**config.mk**
```make
export PLATFORM = sky130hd
export DESIGN_NAME = mult_eval_sequencer
export DESIGN_NICKNAME = d
export VERILOG_FILES = /design/src/rtl/mult_eval_sequencer.sv
export SDC_FILE = /design/constraint.sdc
export NUM_CORES = 1
export LEC_CHECK = 0
export BUFFER_PORTS_ARGS = -buffer_cell sky130_fd_sc_hd__buf_2
export CELL_PAD_IN_SITES_DETAIL_PLACEMENT = 0
export CELL_PAD_IN_SITES_GLOBAL_PLACEMENT = 1
export CORE_MARGIN = 5
export CORE_UTILIZATION = 42
export DETAILED_ROUTE_END_ITERATION = 10
export PLACE_DENSITY = 0.87
export SYNTH_ARGS = -nofsm -noshare
export SYNTH_HDL_FRONTEND = slang
export SYNTH_SLANG_ARGS = --single-unit
```
**constraint.sdc**
```tcl
create_clock -name clk -period 3.3 [get_ports clk]
set_clock_uncertainty 0.05 [all_clocks]
set_input_delay 0.495 -clock clk [delete_from_list [all_inputs] [get_ports clk]]
set_output_delay 0.495 -clock clk [all_outputs]
set_load 0.01 [all_outputs]
```
**src/rtl/mult_eval_sequencer.sv**
```systemverilog
// mult_eval_sequencer
// Exhaustive correctness sweep for one candidate combinational multiplier.
// Every operand pair is driven, held for SETTLE cycles, then the returned
// product is compared against the exact unsigned product. The sweep keeps a
// mismatch count and the first failing vector, which together form the
// correctness reward for the design-space search loop.

module mult_eval_sequencer #(
  parameter int WIDTH  = 2,
  parameter int SETTLE = 1
) (
  input  logic                 clk,
  input  logic                 rst_n,
  input  logic                 start,
  input  logic                 abort,
  output logic [WIDTH-1:0]     op_a,
  output logic [WIDTH-1:0]     op_b,
  input  logic [2*WIDTH-1:0]   prod,
  output logic                 busy,
  output logic                 done,
  output logic                 pass,
  output logic [2*WIDTH:0]     err_count,
  output logic                 fail_valid,
  output logic [WIDTH-1:0]     fail_a,
  output logic [WIDTH-1:0]     fail_b,
  output logic [2*WIDTH-1:0]   fail_p
);

  // Vector index width: op_a occupies the upper half, op_b the lower half.
  localparam int IW = 2 * WIDTH;

  // Settle counter reload value; SETTLE is limited to 1..15, so 4 bits suffice.
  localparam logic [3:0] SETTLE_INIT = 4'(SETTLE - 1);

  // Last vector of the sweep (all ones).
  localparam logic [IW-1:0] IDX_LAST = {IW{1'b1}};

  typedef enum logic [1:0] {
    IDLE  = 2'd0,
    DRIVE = 2'd1,
    CHECK = 2'd2,
    DONE  = 2'd3
  } state_t;

  // Exact unsigned product, evaluated at the full 2*WIDTH result width so no
  // high-order bits are lost.
  function automatic logic [IW-1:0] exact_product(
    input logic [WIDTH-1:0] a,
    input logic [WIDTH-1:0] b
  );
    logic [IW-1:0] wa;
    logic [IW-1:0] wb;
    wa = IW'(a);
    wb = IW'(b);
    return wa * wb;
  endfunction

  state_t          state_r;
  state_t          state_nxt_s;

  logic [IW-1:0]   idx_r;
  logic [3:0]      cnt_r;
  logic [IW:0]     err_count_r;
  logic            fail_valid_r;
  logic [WIDTH-1:0] fail_a_r;
  logic [WIDTH-1:0] fail_b_r;
  logic [IW-1:0]   fail_p_r;
  logic            busy_r;
  logic            done_r;
  logic            pass_r;

  logic [IW-1:0]   idx_nxt_s;
  logic [3:0]      cnt_nxt_s;
  logic [IW:0]     err_count_nxt_s;
  logic            fail_valid_nxt_s;
  logic [WIDTH-1:0] fail_a_nxt_s;
  logic [WIDTH-1:0] fail_b_nxt_s;
  logic [IW-1:0]   fail_p_nxt_s;
  logic            busy_nxt_s;
  logic            done_nxt_s;
  logic            pass_nxt_s;

  logic            accept_s;
  logic            mismatch_s;
  logic [IW:0]     err_upd_s;
  logic [WIDTH-1:0] cur_a_s;
  logic [WIDTH-1:0] cur_b_s;

  assign cur_a_s = idx_r[IW-1:WIDTH];
  assign cur_b_s = idx_r[WIDTH-1:0];

  // A start is only accepted from IDLE and never together with abort.
  assign accept_s   = (state_r == IDLE) && start && !abort;

  // A vector fails when, in its compare cycle, the candidate disagrees with
  // the exact product. This still counts when abort arrives in that cycle.
  assign mismatch_s = (state_r == CHECK) &&
                      (prod != exact_product(cur_a_s, cur_b_s));

  // Error count including the current compare cycle; cannot overflow since
  // the maximum 2^(2W) fits in 2W+1 bits.
  assign err_upd_s  = err_count_r + {{IW{1'b0}}, mismatch_s};

  // State register.
  always_ff @(posedge clk or negedge rst_n) begin
    if (!rst_n) begin
      state_r <= IDLE;
    end else begin
      state_r <= state_nxt_s;
    end
  end

  // Next-state decision: sweep progression, completion and abort.
  always_comb begin
    state_nxt_s = state_r;
    case (state_r)
      IDLE: begin
        if (accept_s) begin
          state_nxt_s = DRIVE;
        end else begin
          state_nxt_s = IDLE;
        end
      end
      DRIVE: begin
        if (abort) begin
          state_nxt_s = IDLE;
        end else if (cnt_r == 4'd0) begin
          state_nxt_s = CHECK;
        end else begin
          state_nxt_s = DRIVE;
        end
      end
      CHECK: begin
        if (abort) begin
          state_nxt_s = IDLE;
        end else if (idx_r == IDX_LAST) begin
          state_nxt_s = DONE;
        end else begin
          state_nxt_s = DRIVE;
        end
      end
      DONE: begin
        state_nxt_s = IDLE;
      end
      default: begin
        state_nxt_s = IDLE;
      end
    endcase
  end

  // Next values of the index, settle counter, results and status outputs.
  always_comb begin
    idx_nxt_s        = idx_r;
    cnt_nxt_s        = cnt_r;
    err_count_nxt_s  = err_count_r;
    fail_valid_nxt_s = fail_valid_r;
    fail_a_nxt_s     = fail_a_r;
    fail_b_nxt_s     = fail_b_r;
    fail_p_nxt_s     = fail_p_r;
    pass_nxt_s       = pass_r;
    case (state_r)
      IDLE: begin
        idx_nxt_s = {IW{1'b0}};
        if (accept_s) begin
          cnt_nxt_s        = SETTLE_INIT;
          err_count_nxt_s  = {(IW+1){1'b0}};
          fail_valid_nxt_s = 1'b0;
          fail_a_nxt_s     = {WIDTH{1'b0}};
          fail_b_nxt_s     = {WIDTH{1'b0}};
          fail_p_nxt_s     = {IW{1'b0}};
          pass_nxt_s       = 1'b0;
        end else begin
          cnt_nxt_s = cnt_r;
        end
      end
      DRIVE: begin
        if (abort) begin
          idx_nxt_s = {IW{1'b0}};
        end else if (cnt_r != 4'd0) begin
          cnt_nxt_s = cnt_r - 4'd1;
        end else begin
          cnt_nxt_s = cnt_r;
        end
      end
      CHECK: begin
        err_count_nxt_s = err_upd_s;
        if (mismatch_s && !fail_valid_r) begin
          fail_valid_nxt_s = 1'b1;
          fail_a_nxt_s     = cur_a_s;
          fail_b_nxt_s     = cur_b_s;
          fail_p_nxt_s     = prod;
        end else begin
          fail_valid_nxt_s = fail_valid_r;
        end
        if (abort) begin
          idx_nxt_s = {IW{1'b0}};
        end else if (idx_r == IDX_LAST) begin
          pass_nxt_s = (err_upd_s == {(IW+1){1'b0}});
        end else begin
          idx_nxt_s = idx_r + {{(IW-1){1'b0}}, 1'b1};
          cnt_nxt_s = SETTLE_INIT;
        end
      end
      DONE: begin
        idx_nxt_s = {IW{1'b0}};
      end
      default: begin
        idx_nxt_s = {IW{1'b0}};
      end
    endcase
    busy_nxt_s = (state_nxt_s == DRIVE) || (state_nxt_s == CHECK);
    done_nxt_s = (state_nxt_s == DONE);
  end

  // Datapath and output registers; reset clears all progress and results.
  always_ff @(posedge clk or negedge rst_n) begin
    if (!rst_n) begin
      idx_r        <= {IW{1'b0}};
      cnt_r        <= 4'd0;
      err_count_r  <= {(IW+1){1'b0}};
      fail_valid_r <= 1'b0;
      fail_a_r     <= {WIDTH{1'b0}};
      fail_b_r     <= {WIDTH{1'b0}};
      fail_p_r     <= {IW{1'b0}};
      busy_r       <= 1'b0;
      done_r       <= 1'b0;
      pass_r       <= 1'b0;
    end else begin
      idx_r        <= idx_nxt_s;
      cnt_r        <= cnt_nxt_s;
      err_count_r  <= err_count_nxt_s;
      fail_valid_r <= fail_valid_nxt_s;
      fail_a_r     <= fail_a_nxt_s;
      fail_b_r     <= fail_b_nxt_s;
      fail_p_r     <= fail_p_nxt_s;
      busy_r       <= busy_nxt_s;
      done_r       <= done_nxt_s;
      pass_r       <= pass_nxt_s;
    end
  end

  assign op_a       = cur_a_s;
  assign op_b       = cur_b_s;
  assign busy       = busy_r;
  assign done       = done_r;
  assign pass       = pass_r;
  assign err_count  = err_count_r;
  assign fail_valid = fail_valid_r;
  assign fail_a     = fail_a_r;
  assign fail_b     = fail_b_r;
  assign fail_p     = fail_p_r;

endmodule

```
==> impl_metrics.yaml <==
worst_hold_path:
  hp-class: "in2async"
clocking:
  htree_levels: 1
  root_buffer: "clkbuf_4"
  clk_latency_ns: 0.32
  cts_made_buffers: 3
  hold_buffers: 0
  cts_tree: "built"
  clkSinkCount: 27
  cts_resized: 0
  cts.reportedPaths.clkPinSlew_ns: 0.14
  cts_setup_buffers: 0
  cts_max_path_buffers: 2
yosys:
  synth_fp_nets: 160
  synth_xor_area_share_pct: 5.684
  syn-cell-area_um2: 1519
  yosys.area_share.simple_pct: 18.86
  yosys.area_share.adder_pct: 5.766
  ys_ff_latch: 27
  ys_warn_count: 0
  synth_seq_area_share_pct: 44.48
  synthMuxAreaShare_pct: 3.624
  synth_cell_types: 46
  synth_top_family_by_area: "simple AND/OR/NAND/NOR gates"
  synth-compound-area-share_pct: 16.80
  avgSynthCellArea_um2: 10.48
  synthCells: 145
power:
  peakVddDrop_v: 0.0002494
  power_density_nw_per_um2: 501.2
  leakage_nw: 0.8580
setup_path:
  reg2reg_depth: 12
  cp.arrival_ns: 3.04
  crit_path_end: "pass"
  critPathRequiredTime_ns: 3.50
  crit_start: "idx_r[2]"
  regToRegStartpoint: "idx_r[2]"
  cp-start-kind: "flip-flop"
  crit_path_end_kind: "flip-flop"
  worst_r2r_endpoint: "pass"
  rrSetupSlack_ns: 0.46
  criticalPathCategory: "reg2reg"
  cp_max_fo: 10
global_routing:
  antenna_found_initial: 0
  grt_pass1_wl_um: 5582
  grt_pass1_vias: 1180
  grt_max_degree: 28
  grt_overflow: 0
  grt_usage_pct: 13.88
sta:
  finalSetupTns_ns: 0
  setup_slack_ns: 0.4589
  rsz0062_at_grt: "no"
  worst_slew_pin_slew_ns: 0.6691
  finalSetupViolCount: 0
  slew_headroom_pct: 55.30
  drv_slew: 0
  timing.final.crit_share_pct: 86.09
  timing.fmax_ghz: 0.3520
  hold_violations: 0
  period_minus_slack_ns: 2.841
cells_and_area:
  drive_above_1_share_pct: 27.17
  multi_input_area_um2: 770.7
  final_nets: 189
  diodes: 0
  ff_latch_area_um2: 675.6
  n_fill_cell: 326
  final_util_pct: 50.33
  area_growth_syn_to_layout_pct: 13.18
placement:
  hpwl_um: 2381
  io_buffers: 28
  gp_congestion: 0.7779
  dp_slack_ns: 0.4900
floorplan:
  io_pins: 29
  dieArea_um2: 4919
  rows: 21
  die_w_um: 70.14
  coreArea_um2: 3416
  die_h_um: 70.14
  initial_core_util_pct: 44.47
detailed_routing:
  avgRoutedWirePerCell_um: 14.24
  drtAntennaViolNets: 0
  drt_pass1_iterations: 4
  via_per_inst: 5.297
  drt_iter0_markers: 44
  drc: 0
  drt-total-wl_um: 3119
  num_vias: 1160
job:
  max_cap_viol_count: 0
run_status:
  status: "finished, final reports clean"
through the flow:
stage	total power, W	hold slack (ns)	area [µm²]	instances
2_1_floorplan	0.0006373	0.1494	1519	145
3_3_place_gp	0.0007195	0.4168	1693	215
3_5_place_dp	0.0007290	0.4307	1693	215
4_1_cts	0.0008724	0.1330	1719	219
5_1_grt	0.0009330	0.1518	1719	219
6_report	0.0008617	0.1180	1719	219
how the worst min path moves through the flow:
stage               cells past startpoint  slack (ns)      start      endpoint
floorplan                               0        0.15      rst_n          busy
global placement                        1        0.42  fail_p[0]     fail_p[0]
detailed placement                      1        0.43  fail_p[0]     fail_p[0]
CTS                                     1        0.13      rst_n  err_count[1]
global route                            1        0.15      rst_n  err_count[1]
finish                                  1        0.12      rst_n  err_count[4]
cells in the final DEF (no fill, tap or decap), drive strengths merged, types with 4 or more instances in the layout:
cell type  instances
inv               11
nand2             12
buf               29
nand3              7
a21oi              6
o2bb2ai            5
dfrtp             27
ha                 7
nor2b              4
clkbuf             4
xnor2              6
nor2               7
o21ai              8
registers in the layout, summed over array words and instances (netlist names), 2 cells and up:
register   count
fail_b         2
err_count      5
idx_r          4
cnt_r          4
fail_a         2
fail_p         4
state_r        2
layer usage:
metal  vias to the layer above  wire length, µm  track usage, %  part of all wire (%)
met5                         -                0               0                     0
met4                         0               34           3.830                   1.1
met3                         4              126           2.296                   4.0
met2                        22             1461           23.40                    47
met1                       566             1497           18.35                    48
li1                        568                -               -                     -
cell usage after synthesis, drive strengths merged:
master / number / area [µm²]
mux2i: 1 / 10.01
and2: 2 / 12.51
or3: 2 / 17.52
xor2: 3 / 26.28
nand2b: 2 / 12.51
and3: 1 / 6.260
or3b: 1 / 8.760
dfrtp: 27 / 675.7
inv: 11 / 41.29
ha: 7 / 87.58
o2bb2ai: 5 / 43.79
a211oi: 1 / 7.510
a41oi: 1 / 8.760
xnor2: 6 / 60.06
nor4b: 1 / 15.01
mux2: 3 / 45.04
a22oi: 1 / 7.510
nand3b: 2 / 15.01
o21ai: 8 / 40.04
nor3: 3 / 15.01
or2b: 1 / 7.510
nor2: 7 / 26.28
nor2b: 4 / 25.02
a21boi: 1 / 18.77
o22ai: 3 / 25.02
a32oi: 1 / 8.760
a21oi: 6 / 33.78
and2b: 1 / 7.510
o21a: 1 / 7.510
o31ai: 1 / 12.51
nor3b: 2 / 15.01
buf: 5 / 31.28
o211ai: 3 / 41.29
or2: 1 / 8.760
nand2: 12 / 47.55
nand3: 7 / 40.04
nor4: 1 / 6.260
critical path: stages (launching register included):
cell and delay, ns:
dfrtp_1 0.51, and2_1 0.19, ha_1 0.20, ha_1 0.28, xnor2_1 0.17, nand3_2 0.14, nor2_1 0.13, nor2_1 0.05
ha_1 0.21, ha_1 0.30, nor4_1 0.28, o21ai_0 0.13, mux2i_1 0.14
cell type report:
type	count	share of cell area [%]
Clock buffer	4	1.528
Sequential cell	27	39.30
Inverter	11	2.402
Tap cell	46	3.348
Timing Repair Buffer	29	8.588
Multi-Input combinational cell	102	44.83
cells by family (layout without fill, tap and decap cells):
family	after synthesis	after routing
AOI/OAI and AO/OA	32	32
muxes	4	4
and+or+nand+nor	50	50
buffers and inverters	16	44
xor gates and xnor gates	9	9
DFF	27	27
adders and majority gates	7	7
power breakdown:
group | switching [W] | total [W] | internal (W) | leakage, nW
Sequential | 0.0000485 | 0.000437 | 0.000388 | 0.369
Clock | 0.0000939 | 0.000141 | 0.0000473 | 0.0150
Combinational | 0.000160 | 0.000284 | 0.000124 | 0.474
Total | 0.000303 | 0.000862 | 0.000559 | 0.858
Power figures use the tool's default switching activity.
